## src/rtl/ysyx_22040088_ifu_if.sv

```systemverilog
// ----------------------------------------------------------------------------
// ysyx_22040088_ifu_if
// Bundles the IFU's instruction-memory port, its decode-side port and its
// status/debug outputs.
//
// Handshakes: a transfer happens on a rising clk edge where valid and ready
// are both high. Once valid is raised, it and its payload stay stable until
// that edge; valid is never withdrawn early. The producer never looks at
// ready before it raises valid. imem_resp_valid is a one-cycle pulse with no
// ready; the IFU only listens for it while it is waiting for a response.
//
// modport master : IFU side (drives requests, instruction, status).
// modport slave  : environment side (memory, decode/execute).
// ----------------------------------------------------------------------------
interface ysyx_22040088_ifu_if;
  // instruction memory request/response
  logic        imem_req_valid;
  logic        imem_req_ready;
  logic [63:0] imem_req_addr;
  logic        imem_resp_valid;
  logic [31:0] imem_resp_data;
  // decode/execute handoff
  logic        inst_valid;
  logic        inst_ready;
  logic [31:0] inst;
  logic [63:0] inst_pc;
  logic [6:0]  opcode;
  logic [2:0]  funct3;
  logic [6:0]  funct7;
  logic [63:0] next_pc;
  logic        next_pc_valid;
  // status and debug
  logic        fetch_err;
  logic [63:0] fetch_cnt;
  logic [2:0]  state_dbg;

  modport master (
    output imem_req_valid, imem_req_addr,
    input  imem_req_ready, imem_resp_valid, imem_resp_data,
    output inst_valid, inst, inst_pc, opcode, funct3, funct7,
    input  inst_ready, next_pc, next_pc_valid,
    output fetch_err, fetch_cnt, state_dbg
  );

  modport slave (
    input  imem_req_valid, imem_req_addr,
    output imem_req_ready, imem_resp_valid, imem_resp_data,
    input  inst_valid, inst, inst_pc, opcode, funct3, funct7,
    output inst_ready, next_pc, next_pc_valid,
    input  fetch_err, fetch_cnt, state_dbg
  );
endinterface

```

## src/rtl/ysyx_22040088_ifu.sv

```systemverilog
// ----------------------------------------------------------------------------
// ysyx_22040088_ifu
// Instruction fetch unit for the ysyx_22040088 RV64 core. Holds the PC,
// fetches one 32-bit instruction per request from instruction memory, hands
// it (with its PC and decoder fields) to decode, then waits for execute to
// return the next PC. A misaligned next PC parks the unit in an error state
// that only reset leaves.
//
// Ports:
//   clk  - core clock, rising edge
//   rst  - asynchronous, active-high reset
//   bus  - ysyx_22040088_ifu_if.master: imem req/resp, inst handoff,
//          next_pc return, fetch_err, fetch_cnt, state_dbg (FSM state)
//
// Every output is a register or a decode of the state register, so there
// is no combinational input-to-output path.
// ----------------------------------------------------------------------------
module ysyx_22040088_ifu #(
  parameter logic [63:0] RESET_PC = 64'h8000_0000  // must be 4-byte aligned
) (
  input logic                   clk,
  input logic                   rst,
  ysyx_22040088_ifu_if.master   bus
);

  localparam logic [2:0] S_IDLE  = 3'd0;
  localparam logic [2:0] S_REQ   = 3'd1;
  localparam logic [2:0] S_WAIT  = 3'd2;
  localparam logic [2:0] S_VALID = 3'd3;
  localparam logic [2:0] S_EXEC  = 3'd4;
  localparam logic [2:0] S_ERR   = 3'd5;

  localparam logic [31:0] NOP = 32'h0000_0013;

  logic [2:0]  state_q, state_d;
  logic [63:0] pc_q, pc_d;
  logic [31:0] inst_q, inst_d;
  logic [63:0] inst_pc_q, inst_pc_d;
  logic [63:0] fetch_cnt_q, fetch_cnt_d;

  // The next PC is taken either together with the decode handshake or
  // later from S_EXEC; both cases share one alignment check.
  logic take_next_pc;

  always_comb begin
    take_next_pc = ((state_q == S_VALID) && bus.inst_ready && bus.next_pc_valid) ||
                   ((state_q == S_EXEC) && bus.next_pc_valid);
  end

  always_comb begin
    state_d     = state_q;
    pc_d        = pc_q;
    inst_d      = inst_q;
    inst_pc_d   = inst_pc_q;
    fetch_cnt_d = fetch_cnt_q;

    case (state_q)
      S_IDLE: state_d = S_REQ;
      S_REQ: begin
        if (bus.imem_req_ready) state_d = S_WAIT;
      end
      S_WAIT: begin
        if (bus.imem_resp_valid) begin
          inst_d    = bus.imem_resp_data;
          // pc_q only changes after the instruction is consumed, so it is
          // still the address this response belongs to.
          inst_pc_d = pc_q;
          state_d   = S_VALID;
        end
      end
      S_VALID: begin
        if (bus.inst_ready) begin
          fetch_cnt_d = fetch_cnt_q + 64'd1;
          state_d     = S_EXEC;
        end
      end
      S_EXEC: state_d = S_EXEC;
      S_ERR:  state_d = S_ERR;
      default: state_d = S_IDLE;
    endcase

    if (take_next_pc) begin
      if (bus.next_pc[1:0] == 2'b00) begin
        pc_d    = bus.next_pc;
        state_d = S_REQ;
      end else begin
        // pc keeps the address of the last good fetch
        state_d = S_ERR;
      end
    end
  end

  always_ff @(posedge clk or posedge rst) begin
    if (rst) begin
      state_q     <= S_IDLE;
      pc_q        <= RESET_PC;
      inst_q      <= NOP;
      inst_pc_q   <= RESET_PC;
      fetch_cnt_q <= 64'd0;
    end else begin
      state_q     <= state_d;
      pc_q        <= pc_d;
      inst_q      <= inst_d;
      inst_pc_q   <= inst_pc_d;
      fetch_cnt_q <= fetch_cnt_d;
    end
  end

  assign bus.imem_req_valid = (state_q == S_REQ);
  assign bus.imem_req_addr  = pc_q;
  assign bus.inst_valid     = (state_q == S_VALID);
  assign bus.inst           = inst_q;
  assign bus.inst_pc        = inst_pc_q;
  assign bus.opcode         = inst_q[6:0];
  assign bus.funct3         = inst_q[14:12];
  assign bus.funct7         = inst_q[31:25];
  assign bus.fetch_err      = (state_q == S_ERR);
  assign bus.fetch_cnt      = fetch_cnt_q;
  assign bus.state_dbg      = state_q;

endmodule

```

## src/flat_wrapper.sv

```systemverilog
// flat-port wrapper written by rule: the top's interface ports become plain ports
module ysyx_22040088_ifu_flat 
#(
  parameter logic [63:0] RESET_PC = 64'h8000_0000                           
)
  (clk, rst, bus_imem_req_valid, bus_imem_req_addr, bus_imem_req_ready, bus_imem_resp_valid, bus_imem_resp_data, bus_inst_valid, bus_inst, bus_inst_pc, bus_opcode, bus_funct3, bus_funct7, bus_inst_ready, bus_next_pc, bus_next_pc_valid, bus_fetch_err, bus_fetch_cnt, bus_state_dbg);
  ysyx_22040088_ifu_if bus_i ();
  input logic clk;
  input logic rst;
  output wire logic [$bits(bus_i.imem_req_valid)-1:0] bus_imem_req_valid;
  output wire logic [$bits(bus_i.imem_req_addr)-1:0] bus_imem_req_addr;
  input wire logic [$bits(bus_i.imem_req_ready)-1:0] bus_imem_req_ready;
  input wire logic [$bits(bus_i.imem_resp_valid)-1:0] bus_imem_resp_valid;
  input wire logic [$bits(bus_i.imem_resp_data)-1:0] bus_imem_resp_data;
  output wire logic [$bits(bus_i.inst_valid)-1:0] bus_inst_valid;
  output wire logic [$bits(bus_i.inst)-1:0] bus_inst;
  output wire logic [$bits(bus_i.inst_pc)-1:0] bus_inst_pc;
  output wire logic [$bits(bus_i.opcode)-1:0] bus_opcode;
  output wire logic [$bits(bus_i.funct3)-1:0] bus_funct3;
  output wire logic [$bits(bus_i.funct7)-1:0] bus_funct7;
  input wire logic [$bits(bus_i.inst_ready)-1:0] bus_inst_ready;
  input wire logic [$bits(bus_i.next_pc)-1:0] bus_next_pc;
  input wire logic [$bits(bus_i.next_pc_valid)-1:0] bus_next_pc_valid;
  output wire logic [$bits(bus_i.fetch_err)-1:0] bus_fetch_err;
  output wire logic [$bits(bus_i.fetch_cnt)-1:0] bus_fetch_cnt;
  output wire logic [$bits(bus_i.state_dbg)-1:0] bus_state_dbg;
  assign bus_imem_req_valid = bus_i.imem_req_valid;
  assign bus_imem_req_addr = bus_i.imem_req_addr;
  assign bus_i.imem_req_ready = bus_imem_req_ready;
  assign bus_i.imem_resp_valid = bus_imem_resp_valid;
  assign bus_i.imem_resp_data = bus_imem_resp_data;
  assign bus_inst_valid = bus_i.inst_valid;
  assign bus_inst = bus_i.inst;
  assign bus_inst_pc = bus_i.inst_pc;
  assign bus_opcode = bus_i.opcode;
  assign bus_funct3 = bus_i.funct3;
  assign bus_funct7 = bus_i.funct7;
  assign bus_i.inst_ready = bus_inst_ready;
  assign bus_i.next_pc = bus_next_pc;
  assign bus_i.next_pc_valid = bus_next_pc_valid;
  assign bus_fetch_err = bus_i.fetch_err;
  assign bus_fetch_cnt = bus_i.fetch_cnt;
  assign bus_state_dbg = bus_i.state_dbg;
  ysyx_22040088_ifu #(.RESET_PC(RESET_PC)) u_core (.clk(clk), .rst(rst), .bus(bus_i));
endmodule
```

## config.mk

```make
export PLATFORM = sky130hd
export DESIGN_NAME = ysyx_22040088_ifu_flat
export DESIGN_NICKNAME = d
export VERILOG_FILES = /design/src/rtl/ysyx_22040088_ifu_if.sv /design/src/rtl/ysyx_22040088_ifu.sv /design/src/flat_wrapper.sv
export SDC_FILE = /design/constraint.sdc
export NUM_CORES = 1
export LEC_CHECK = 0
export BUFFER_PORTS_ARGS = -buffer_cell sky130_fd_sc_hd__buf_2
export CAP_MARGIN = 20
export CORE_MARGIN = 2
export CORE_UTILIZATION = 53
export CTS_CLUSTER_DIAMETER = 150
export DETAILED_ROUTE_END_ITERATION = 8
export PLACE_DENSITY_LB_ADDON = 0.12
export REMOVE_ABC_BUFFERS = 1
export SKIP_LAST_GASP = 1
export SYNTH_ARGS = -nofsm -noshare
export SYNTH_HDL_FRONTEND = slang
export SYNTH_SLANG_ARGS = --single-unit
```

## constraint.sdc

```tcl
create_clock -name clk -period 16.3 [get_ports clk]
set_clock_uncertainty 0.1 [all_clocks]
set_input_delay 3.26 -clock clk [delete_from_list [all_inputs] [get_ports clk]]
set_output_delay 3.26 -clock clk [all_outputs]
set_load 0.05 [all_outputs]
```

Word-level counts from Yosys, hierarchy flattened
Cells that the tools add are included.

Bits in latches: 0. Output and inout bits: 247. Input port bits: 102. Logic and storage cells: 30. Register bits after elaboration: 227. Memories kept: 0. Memory bits (writable): 0. Bits in read-only memories: 0.

Eq/ne operators: 8. Add/sub/neg operators: 1. Multiplexer cells: 6. $mul: 0. Shift-type cells: 0. Bitwise operators: 0. $lt $le $gt $ge: 0. Reduce and logical (&&, ||, !) cells: 10. Div/mod/pow operators: 0.

Operator list (number): adder 64 x 1 -> 64 bit (second input constant) (1); case mux 3 bit (6 select lines) (1); two-way mux 3 bit (5); equality test 3 x 2 -> 1 bit (second input constant) (2); equality test 3 bit (second input constant) (2); inequality test 3 x 1 -> 1 bit (second input constant) (2); AND reduction 2 bit (3); equality test 3 x 1 -> 1 bit (second input constant) (1); logical AND 1 bit (3); logical NOT 3 bit (1); inequality test 3 x 2 -> 1 bit (second input constant) (1); AND reduction 3 bit (1); logical NOT 2 bit (1); logical OR 1 bit (1).

Logic depth before layout (Yosys ltp)
Word-level depth: 6. Depth in mapped cells: 8.

Worst setup path before layout
OpenSTA, ideal clock, no wires.

Path type: flip-flop to output port. Start point: reg u_core.state_q[0] (netlist: u_core.bus.state_dbg[0]). End point: out bus_imem_req_valid. Stages on the path, launching flop included: 3. Arrival time: 1.712 ns. Buffers on the path: 0. Setup slack: 11.228 ns. Cells stage by stage: dfrtp_1 nor2b_1 nor2b_1.

Longest elaborated chain between the ends: 1.

Ends and longest elaborated chain: from (decl) (line ysyx_22040088_ifu.sv:35) `logic [2:0] state_q, state_d;`; from (signal assigned) (line ysyx_22040088_ifu.sv:101) `state_q <= state_d;`; equality test 3 x 1 -> 1 bit (line ysyx_22040088_ifu.sv:109) `assign bus.imem_req_valid = (state_q == S_REQ);`; to (decl) (line flat_wrapper.sv:10) `output wire logic [$bits(bus_i.imem_req_valid)-1:0] bus_imem_req_valid;`.

Every way passes these cells.

Worst setup path after layout
Start point: in bus_inst_ready. End point: reg u_core.pc_q[61] (netlist: u_core.bus.imem_req_addr[61]).

Longest elaborated chain between the ends: 4.

Ends and longest elaborated chain: from (decl) (line flat_wrapper.sv:21) `input wire logic [$bits(bus_i.inst_ready)-1:0] bus_inst_ready;`; logical AND 1 bit (2 in a row) (line ysyx_22040088_ifu.sv:46) `take_next_pc = ((state_q == S_VALID) && bus.inst_ready && bus.next_pc_valid) ||`; logical OR 1 bit (line ysyx_22040088_ifu.sv:46); AND reduction 2 bit (no source line); to (signal assigned) (line ysyx_22040088_ifu.sv:102) `pc_q <= pc_d;`; to (decl) (line ysyx_22040088_ifu.sv:36) `logic [63:0] pc_q, pc_d;`.

Every way passes these cells. A chain may end at the register's enable or synchronous reset.

==> results_dict.tcl <==
set metrics [dict create \
    synthFlopType "dfrtp_1" \
    clk_pin_slew_ns 0.06 \
    start_util_pct 53.6 \
    power_density_nw_per_um2 218 \
    vdd_drop_max_mv 0.199 \
    core-area_um2 17800 \
    io_buffers 348 \
    p_switching_w 0.00126 \
    outcome "finished, final reports clean" \
    ys_types 41 \
    slew_headroom_pct 32.9 \
    drc 0 \
    synth_area_per_cell_um2 14.2 \
    post-route-util_pct 67.9 \
    cts_root_buffer "clkbuf_16" \
    dieArea_um2 19100 \
    clk_latency_ns 0.51 \
    rsz0062_at_grt "no" \
    p_sw_share_pct 47.8 \
    cap_viol_max_count 0 \
    worst_ep_required_time_ns 16.58 \
    cp_cell_sequence "buf_2, nand4b_1, o21ai_0, nand2_1, or3_4, buf_4, mux2_2" \
    antenna_cells 0 \
    routedWlPerCell_um 18.3 \
    layout.nets 1114 \
    share_comb_of_total_power_pct 47.9 \
    drt_iter0_markers 285 \
    finalSetupViolCount 0 \
    cp-start-kind "input pin" \
    netlist_area_um2 9530 \
    syn_to_final_growth_pct 26.7 \
    synth_area_leaders "dfrtp_1 58%, mux2_2 13%, mux2_4 7.4%" \
    finalCriticalPeriod_ns 5.27 \
    vias 6472 \
    post_cts_buffers 0 \
    cp_slowest_cell "buf_4" \
    grt_pass1_wl_um 36000 \
    io_pins 349 \
    cts-hold-fix-buffers 0 \
    wl_um 23000 \
    htreeDepth 1 \
    crit_family "buffers and inverters" \
    cts_resized 0 \
    clk_path_buf_depth 3 \
    cts_buffers 24 \
    slew_viol_final 0 \
    internal-power_w 0.00137 \
    yosys_warnings 0 \
    synth_seq_cells 227 \
    final_antenna_net_count 0 \
    place_congestion 0.790 \
    detail_route.first_pass.iterations 5 \
    slowest_delay_ns 0.78 \
    fin_cells 1257 \
    rows 49 \
    async_flop_share_pct 100 \
    yosys.area.top_type "dfrtp_1" \
    grt_pass1_vias 6288 \
    drive_gt1_share_pct 55.1 \
    pwr-share-clk_pct 19.0 \
    synthCells 672 \
    fmax_mhz 190 \
    total_power_w 0.00263 \
    synth_most_common_cell "dfrtp_1" \
    num-fill-cells 1361 \
    netlist_top_cells_count "222 x dfrtp_1, 111 x mux2_2, 47 x mux2_4" \
    timing.final.crit_share_pct 32.3 \
    avgViaCountPerCell 5.15 \
    cp-end-kind "flop" \
    synth_edf_count 0 \
    leakage_nw 6.51 \
    arrival_ns 5.55 \
    die-height_um 138 \
    seqPwrFrac_pct 33.0 \
    yosysSeqAreaShare_pct 59.7 \
    synthDominantCellAreaShare_pct 58.3 \
    hp-class "flop to flop" \
    grt_max_degree 117 \
    post-dp-hpwl_um 16500 \
    die_w_um 138 \
    cp.buffers_inverters 2 \
    track_usage_pct 23.6 \
    placed_cells 1214 \
    clock_sinks 227 \
    overflow 0 \
    worstSetupPathType "input pin to flop" \
    tritoncts "built" \
    crit_fanout 58 \
    antenna_found_initial 0 \
    tns_ns 0 \
    finalHoldViolations 0 \
    worst_pin_slew_ns 1.01 \
]
[state kept, by name, indices dropped and copies added (netlist names)]
signal / flops
u_core.bus.inst_pc: 64
u_core.bus.state_dbg: 3
u_core.bus.imem_req_addr: 64
u_core.bus.fetch_cnt: 64
u_core.bus.inst: 32
[worst reg2reg max path, stage by stage, from the launching register on]
cell	delay [ns]
dfrtp_1	0.60
nand4b_1	0.48
o21ai_0	0.18
nand2_1	0.12
or3_4	0.20
buf_4	0.78
mux2_2	0.48
[power by group through the flow]
stage	Clock, W	Combinational [W]	Sequential (W)
floorplan	0	0.000282	0.00156
global placement	0	0.00126	0.000870
detailed placement	0	0.00127	0.000878
CTS	0.000515	0.00127	0.000871
global route	0.000539	0.00130	0.000894
finish	0.000502	0.00126	0.000870
[per-layer routing]
metal	global-route usage, %	vias to the layer above	part of all wire [%]
met5	0	-	0
met4	6.28	0	2.4
met3	5.23	32	5.9
met2	40.5	216	51
met1	30.6	3213	41
li1	-	3011	-
[area by class of cell]
cell class / instances / area (um2) / share of cell area [%]
Multi-Input combinational cell: 393 / 3540 / 29.3
Clock buffer: 35 / 683 / 5.66
Inverter: 12 / 52.6 / 0.435
Clock inverter: 8 / 40.0 / 0.332
Timing Repair Buffer: 353 / 1780 / 14.7
Tap cell: 229 / 287 / 2.37
Sequential cell: 227 / 5690 / 47.1
[final timing paths]
path | from | end | slack [ns] | cells after the start
worst min-delay path | u_core.bus.fetch_cnt[63] | u_core.bus.fetch_cnt[63] | 0.39 | 1
max in group asynchronous | rst | u_core.bus.fetch_cnt[52] | 12.02 | 3
worst max register to register | u_core.bus.state_dbg[2] | u_core.bus.imem_req_addr[61] | 13.25 | 6
worst max-delay path | bus_inst_ready | u_core.bus.imem_req_addr[61] | 11.03 | 7
worst min register to register | u_core.bus.fetch_cnt[63] | u_core.bus.fetch_cnt[63] | 0.39 | 1
min in group asynchronous | rst | u_core.bus.fetch_cnt[63] | 2.80 | 2
[layout by cell type, fill, tap and decap left out, types with 3 or more instances in the layout]
master	n
nor4_4	5
nand2_1	34
xor2_1	36
buf_4	5
xnor2_1	27
nor4_1	10
mux2_2	111
nor3_1	19
mux2_4	47
clkbuf_16	25
and3_1	4
nor2_1	25
nand4_1	18
nand3_1	23
and4_1	5
dfstp_2	5
clkinv_2	8
and2_1	4
inv_1	11
buf_2	348
dfrtp_1	222
nor2b_1	3
clkbuf_1	8
[kinds of logic after synthesis]
group,Yosys count,share of synthesized area [%]
muxes,158,20.5
AOI/OAI and AO/OA,5,0.328
xor gates and xnor gates,63,5.79
and+or+nand+nor,166,10.2
DFF,227,59.7
buffers and inverters,52,3.35
adders and majority gates,1,0.131
[per-stage QoR]
step                      hold slack (ns)  cell area, um2  setup WS (ns)
final                               0.393           12100          11.03
after global routing                0.409           12100          10.91
after CTS                           0.391           12100          11.04
after detailed placement            0.377           11300          10.52
after global placement              0.375           11300          10.54
after floorplan                     0.627            9250           2.64
Note: power is estimated with default switching activity, not from simulation.
